### src/rtl/ps2_key_tracker.sv
// ps2_key_tracker
//
// Decodes PS/2 scan-code set 2 bytes from the byte receiver and keeps track of
// the single key currently held down. It sits in front of the seven-segment
// display driver. It parses make, break and E0-extended sequences, keeps a
// short history of recent new presses and counts presses. A prefix byte that
// is never followed up is abandoned after TIMEOUT cycles.
//
// Parameters:
//   HIST_DEPTH   number of recent make codes kept in hist (>=1)
//   CNT_W        width of press_cnt
//   COUNT_REPEAT 1 = typematic repeats of the held key also count as presses
//   CNT_SAT      1 = press_cnt sticks at all-ones, 0 = wraps to zero
//   TIMEOUT      cycles allowed between a prefix byte and the next byte (>=2)
//
// Ports:
//   clk, rst      system clock, asynchronous active-high reset
//   ps2_data      received byte, qualified by ps2_valid
//   ps2_valid     one-cycle strobe per received byte
//   key_down      a key is currently held
//   key_code      code of the held (or last held) key
//   key_ext       held (or last held) key was E0-prefixed
//   segs_enable   display enable, same as key_down
//   press_cnt     number of counted presses
//   hist          recent make codes, newest in bits [7:0]
//   evt_make      one-cycle pulse on a counted make
//   evt_break     one-cycle pulse when the held key is released

module ps2_key_tracker #(
    parameter int HIST_DEPTH   = 4,
    parameter int CNT_W        = 8,
    parameter int COUNT_REPEAT = 0,
    parameter int CNT_SAT      = 0,
    parameter int TIMEOUT      = 2000000
) (
    input  logic                    clk,
    input  logic                    rst,
    input  logic [7:0]              ps2_data,
    input  logic                    ps2_valid,
    output logic                    key_down,
    output logic [7:0]              key_code,
    output logic                    key_ext,
    output logic                    segs_enable,
    output logic [CNT_W-1:0]        press_cnt,
    output logic [8*HIST_DEPTH-1:0] hist,
    output logic                    evt_make,
    output logic                    evt_break
);

    localparam int HW = 8 * HIST_DEPTH;
    localparam int TW = $clog2(TIMEOUT);
    localparam logic [TW-1:0] TO_LAST = TW'(TIMEOUT - 1);

    localparam logic [1:0] ST_IDLE   = 2'd0;
    localparam logic [1:0] ST_PRE_E0 = 2'd1;
    localparam logic [1:0] ST_PRE_F0 = 2'd2;

    localparam logic [7:0] B_E0 = 8'hE0;
    localparam logic [7:0] B_F0 = 8'hF0;

    logic [1:0]       state_q,     state_d;
    logic             ext_q,       ext_d;
    logic [TW-1:0]    to_cnt_q,    to_cnt_d;
    logic             key_down_q,  key_down_d;
    logic [7:0]       key_code_q,  key_code_d;
    logic             key_ext_q,   key_ext_d;
    logic [CNT_W-1:0] press_cnt_q, press_cnt_d;
    logic [HW-1:0]    hist_q,      hist_d;
    logic             evt_make_q,  evt_make_d;
    logic             evt_break_q, evt_break_d;

    logic             do_make;
    logic             do_break;
    logic             seq_ext;
    logic             ignored_byte;
    logic             held_match;
    logic [CNT_W-1:0] cnt_next;

    // Acknowledge, self-test and overrun bytes from the keyboard never
    // describe a key, so they are dropped when no sequence is in progress.
    always_comb begin
        ignored_byte = 1'b0;
        case (ps2_data)
            8'hE1, 8'hFA, 8'hAA, 8'hEE, 8'hFE, 8'h00, 8'hFF: ignored_byte = 1'b1;
            default:                                         ignored_byte = 1'b0;
        endcase
    end

    // Sequence parser. The timeout counter only runs while waiting after a
    // prefix; an arriving byte always wins over an expiring timeout.
    always_comb begin
        state_d  = state_q;
        ext_d    = ext_q;
        to_cnt_d = to_cnt_q;
        do_make  = 1'b0;
        do_break = 1'b0;
        seq_ext  = ext_q;

        if (ps2_valid) begin
            to_cnt_d = '0;
            case (state_q)
                ST_IDLE: begin
                    if (ps2_data == B_E0) begin
                        state_d = ST_PRE_E0;
                        ext_d   = 1'b1;
                    end else if (ps2_data == B_F0) begin
                        state_d = ST_PRE_F0;
                        ext_d   = 1'b0;
                    end else if (!ignored_byte) begin
                        do_make = 1'b1;
                        seq_ext = 1'b0;
                    end
                end
                ST_PRE_E0: begin
                    if (ps2_data == B_F0) begin
                        state_d = ST_PRE_F0;
                    end else if (ps2_data == B_E0) begin
                        ext_d = 1'b1;
                    end else begin
                        do_make = 1'b1;
                        seq_ext = 1'b1;
                        state_d = ST_IDLE;
                        ext_d   = 1'b0;
                    end
                end
                ST_PRE_F0: begin
                    if (ps2_data == B_E0) begin
                        // E0 after F0 is out of order; restart as an extended sequence.
                        state_d = ST_PRE_E0;
                        ext_d   = 1'b1;
                    end else if (ps2_data != B_F0) begin
                        do_break = 1'b1;
                        seq_ext  = ext_q;
                        state_d  = ST_IDLE;
                        ext_d    = 1'b0;
                    end
                end
                default: begin
                    state_d = ST_IDLE;
                    ext_d   = 1'b0;
                end
            endcase
        end else if (state_q != ST_IDLE) begin
            if (to_cnt_q == TO_LAST) begin
                state_d  = ST_IDLE;
                ext_d    = 1'b0;
                to_cnt_d = '0;
            end else begin
                to_cnt_d = to_cnt_q + TW'(1);
            end
        end
    end

    // Key tracking. Only one key is tracked; a new make replaces whatever was
    // held. A repeat of the held key never touches hist.
    always_comb begin
        key_down_d  = key_down_q;
        key_code_d  = key_code_q;
        key_ext_d   = key_ext_q;
        press_cnt_d = press_cnt_q;
        hist_d      = hist_q;
        evt_make_d  = 1'b0;
        evt_break_d = 1'b0;

        held_match = key_down_q && (ps2_data == key_code_q) && (seq_ext == key_ext_q);

        if ((press_cnt_q == '1) && (CNT_SAT != 0)) begin
            cnt_next = press_cnt_q;
        end else begin
            cnt_next = press_cnt_q + CNT_W'(1);
        end

        if (do_make) begin
            if (held_match) begin
                if (COUNT_REPEAT != 0) begin
                    press_cnt_d = cnt_next;
                    evt_make_d  = 1'b1;
                end
            end else begin
                key_down_d  = 1'b1;
                key_code_d  = ps2_data;
                key_ext_d   = seq_ext;
                hist_d      = (hist_q << 8) | HW'(ps2_data);
                press_cnt_d = cnt_next;
                evt_make_d  = 1'b1;
            end
        end else if (do_break && held_match) begin
            key_down_d  = 1'b0;
            evt_break_d = 1'b1;
        end
    end

    // All state registers; reset clears everything including a partial prefix.
    always_ff @(posedge clk or posedge rst) begin
        if (rst) begin
            state_q     <= ST_IDLE;
            ext_q       <= 1'b0;
            to_cnt_q    <= '0;
            key_down_q  <= 1'b0;
            key_code_q  <= 8'h00;
            key_ext_q   <= 1'b0;
            press_cnt_q <= '0;
            hist_q      <= '0;
            evt_make_q  <= 1'b0;
            evt_break_q <= 1'b0;
        end else begin
            state_q     <= state_d;
            ext_q       <= ext_d;
            to_cnt_q    <= to_cnt_d;
            key_down_q  <= key_down_d;
            key_code_q  <= key_code_d;
            key_ext_q   <= key_ext_d;
            press_cnt_q <= press_cnt_d;
            hist_q      <= hist_d;
            evt_make_q  <= evt_make_d;
            evt_break_q <= evt_break_d;
        end
    end

    assign key_down    = key_down_q;
    assign key_code    = key_code_q;
    assign key_ext     = key_ext_q;
    assign segs_enable = key_down_q;
    assign press_cnt   = press_cnt_q;
    assign hist        = hist_q;
    assign evt_make    = evt_make_q;
    assign evt_break   = evt_break_q;

endmodule

### config.mk
export PLATFORM = sky130hd
export DESIGN_NAME = ps2_key_tracker
export DESIGN_NICKNAME = d
export VERILOG_FILES = /design/src/rtl/ps2_key_tracker.sv
export SDC_FILE = /design/constraint.sdc
export NUM_CORES = 1
export LEC_CHECK = 0
export ABC_CLOCK_PERIOD_IN_PS = 2100
export CAP_MARGIN = 10
export CORE_UTILIZATION = 55
export DETAILED_ROUTE_END_ITERATION = 8
export DONT_BUFFER_PORTS = 1
export PLACE_DENSITY = 0.76
export SETUP_SLACK_MARGIN = 0.2
export SLEW_MARGIN = 20
export SYNTH_ARGS = -nofsm -noshare
export SYNTH_HDL_FRONTEND = slang
export SYNTH_SLANG_ARGS = --single-unit
export TNS_END_PERCENT = 50
### constraint.sdc
create_clock -name clk -period 2.1 [get_ports clk]
set_input_delay 0.315 -clock clk [delete_from_list [all_inputs] [get_ports clk]]
set_output_delay 0.315 -clock clk [all_outputs]
set_load 0.005 [all_outputs]
==> reports/results.tsv, run 1 <==
metric	value	unit
Leak Pwr	1.898	nW
gr usage total	0.2415	
Clock Sinks	68	
top cell type's share of synthesized area	0.4987	
Via Count	2376	
Setup CP Type	reg2reg	
root buffer cell	clkbuf_8	
Post-synth EDFFs	0	
Routed WL per cell	17.77	microns
Netlist Area Pre-Place	3412	sq um
CTS tree	done	
Non-Filler Instances	402	
gate count of the mapped netlist	295	
top cells by area, synth	dfrtp_1, mux2_4, xnor2_1	
Seq/Total Area, Yosys	0.4987	
clock-pin slew on the worst setup and hold paths	0.08	ns
WP buf/inv	1	
worst slew pin tran	0.6120	ns
crit-path max FO	7	
Worst path depth	8	
die area	6523	sq um
Routed WL	7144	microns
dominant cell type by area after synthesis	dfrtp_1	
Post-synth ARST share	1.000	
CTS H-Tree Depth	3	
number of global-route vias before repair	2449	
Worst VDD drop	0.6532	mV
Synth Area in Compound Gates	0.06014	
core area	5956	sq um
Die X	80.77	microns
worst skew pair latency	0.35	ns
I/O pin cnt	64	
RD Place Congestion	0.8385	
fin crit share	0.9983	
die height	80.77	microns
Synth cell types	41	
post-synth net total	308	
dominant synthesized flop cell	dfrtp_1	
placed instance count	382	
Reg2Reg Capture Point	hist[18]	
largest net degree at the start of global routing	42	
#FFs+latches synth	68	
Final nets	335	
area delta synth->final	21.16	%
final hold viol count	0	
Critical path origin	key_code[5]	
drt pass-1 iters	4	
cell mode on critical path	mux2_4	
Relative slew margins	0.5912	
detailed placer's ending HPWL	4773	microns
Overflow after GRT	0	
outcome	finished, final reports clean	
Max Root-Sink Buffers	2	
vias per cell	5.910	
FMAX	0.4770	GHz
Final Worst Setup Slack	0.003661	ns
global-route wire length before repair	11660	microns
Port Buf Inserts	0	
antenna-violating nets left	0	
layout cells sized above 1	0.3333	
# diodes	0	
post-synthesis xor/xnor area fraction	0.08214	
FP Rows	28	
CP Cell Sequence	xnor2_2 -> nand4_1 -> nor3_2 -> nand3b_1 -> mux2_4 -> nand3_4 -> clkbuf_16 -> mux2_4	
Avg Inst Size Synth	11.57	sq um
Iteration-0 DRC Markers	92	
Power Density	918.7	nW/um^2
Placed Area	3690	sq um
utilization after layout	0.6941	
critical path's slowest cell	dfrtp_1	
synth warn	0	
min Tclk post-route	2.096	ns
Worst R2R Start	key_code[5]	
initial antenna violation count	0	
final setup fails	0	
Min Hold Slack	0.02476	ns
Simple-Gate Fraction of Synth Area	0.1646	
WP data arrival	2.33	ns
RSZ-0062 raised after global routing	true	
CP peak stage delay	0.41	ns
Initial Util	0.5729	
Max Cap Violations	0	
Worst Setup Start Kind	register	
post-synthesis mux area share	0.1430	
hold crit path type	in2reg	
main combinational cell family by area after synthesis	simple AND/OR/NAND/NOR gates	
worst setup path end	hist[18]	
r2r setup slk	0.004	ns
Slew Limit Fails	0	
post-layout instance area	4134	sq um
delay-heaviest family, CP	simple AND/OR/NAND/NOR gates	
Worst Reg-to-Reg Cells	8	
Fin Clk Skew	0.007469	ns
Crit path required time	2.34	ns
CP endpoint kind	register	
dpl ws	-0.1349	ns
# DRC	0	
CTS buffer count	9	
post-synthesis adder-cell area fraction	0.007334	
## state kept, by name, summed over array words and instances, names as in the netlist
signal,flops
hist,25
to_cnt_q,21
press_cnt,8
key_code,7
state_q,2
evt_break,1
evt_make,1
ext_q,1
key_down,1
key_ext,1
## routing by layer
metal	vias to the layer above	part of all wire	track usage
li1	1092	-	-
met1	1205	0.44	0.3035
met2	68	0.50	0.3949
met3	11	0.046	0.05281
met4	0	0.018	0.1196
met5	-	0	0
## placed cells by master, fill, tap and decap left out, types with 3 or more instances in the layout
cell and instances:
dfrtp_1 68, inv_1 6, clkbuf_8 11, nand2_1 19
nand3_1 13, nand4_1 14, o21ai_0 7, buf_4 25
and3_1 8, xnor2_1 13, mux2_4 34, a21oi_2 3
buf_12 4, bufinv_16 3, a21oi_1 4, xor2_1 10
nor3_1 6, nor2_1 22, a21o_1 3, xnor2_2 9
## metrics by stage
stage	setup TNS, ns	total power, W
after global routing	-1.144	0.003956
after floorplan	-3.810	0.002227
final	0	0.003798
after detailed placement	-2.858	0.002396
after CTS	-0.02006	0.003793
after global placement	-2.200	0.002348
## cell usage after synthesis, types with 2 or more instances
library cell	count
nor4_1	3
nor3_1	8
or3_1	3
buf_4	9
nand3b_1	2
a21oi_1	7
ha_1	2
clkbuf_1	3
mux2_2	6
nor2_1	23
nand3_1	13
and2_1	2
o21ai_0	8
xor2_1	10
buf_6	4
nand2b_1	2
a21o_1	3
dfrtp_1	68
nand4_1	14
nand2_1	20
nor4b_1	2
inv_1	7
and3_1	8
mux2_4	28
a22o_1	2
xnor2_1	22
o31ai_1	2
## worst register-to-register path, stage by stage, from the launching register on
cell,delay (ns)
dfrtp_1,0.41
xnor2_2,0.19
nand4_1,0.12
nor3_2,0.23
nand3b_1,0.10
mux2_4,0.29
nand3_4,0.16
clkbuf_16,0.19
mux2_4,0.30
## where the power goes
part / internal (W) / total [W] / switching, W
Combinational: 0.000405 / 0.000643 / 0.000238
Sequential: 0.00152 / 0.00179 / 0.000269
Clock: 0.000858 / 0.00137 / 0.000512
## what timing repair did
| item | in CTS | in global routing |
|---|---|---|
| buffers inserted | 0 | 2 |
| setup endpoints to repair | 52 | 50 |
| gates resized for setup | 12 | 15 |
| gates cloned | 0 | 1 |
| hold endpoints to repair | 27 | 0 |
| hold buffers | 1 | 0 |
| pin swaps | 5 | 16 |
## worst min-delay path by stage
stage                         start           to  slack [ns]  cells past startpoint
final                     ps2_valid  to_cnt_q[4]        0.02                      1
after global routing      ps2_valid  to_cnt_q[2]        0.02                      1
after CTS                 ps2_valid  to_cnt_q[4]        0.01                      1
after detailed placement        rst     hist[25]        0.28                      1
after global placement          rst     hist[25]        0.29                      1
after floorplan           ps2_valid  to_cnt_q[6]        0.38                      1
## final cells by class
type / count / area [sq um]
clock buffers: 11 / 151.4
clock inverters: 5 / 106.4
fillers: 409 / 1822
inverters: 7 / 30.03
multi-input cells: 204 / 1737
flip-flops and latches: 68 / 1702
well taps: 75 / 93.84
repair buffers: 32 / 314.1
## cells by family after synthesis
logic type               after synthesis
flip-flops                            68
XOR/XNOR                              32
multiplexers                          34
AND/OR/NAND/NOR                      106
adder cells (fa/ha/maj)                2
AO/OA/AOI/OAI                         30
buffers and inverters                 23
Power figures use the tool's default switching activity.
==> run 2, diff against run 1 <==
--- a/config.mk
+++ b/config.mk
@@ -8,8 +8,10 @@
 export ABC_CLOCK_PERIOD_IN_PS = 2100
 export CAP_MARGIN = 10
 export CORE_UTILIZATION = 55
+export CTS_CLUSTER_SIZE = 30
 export DETAILED_ROUTE_END_ITERATION = 8
 export DONT_BUFFER_PORTS = 1
+export GPL_ROUTABILITY_DRIVEN = 1
 export PLACE_DENSITY = 0.76
 export SETUP_SLACK_MARGIN = 0.2
 export SLEW_MARGIN = 20
==> results of run 2 <==
The final DEF is identical to that of run 1; final timing and power are the same.
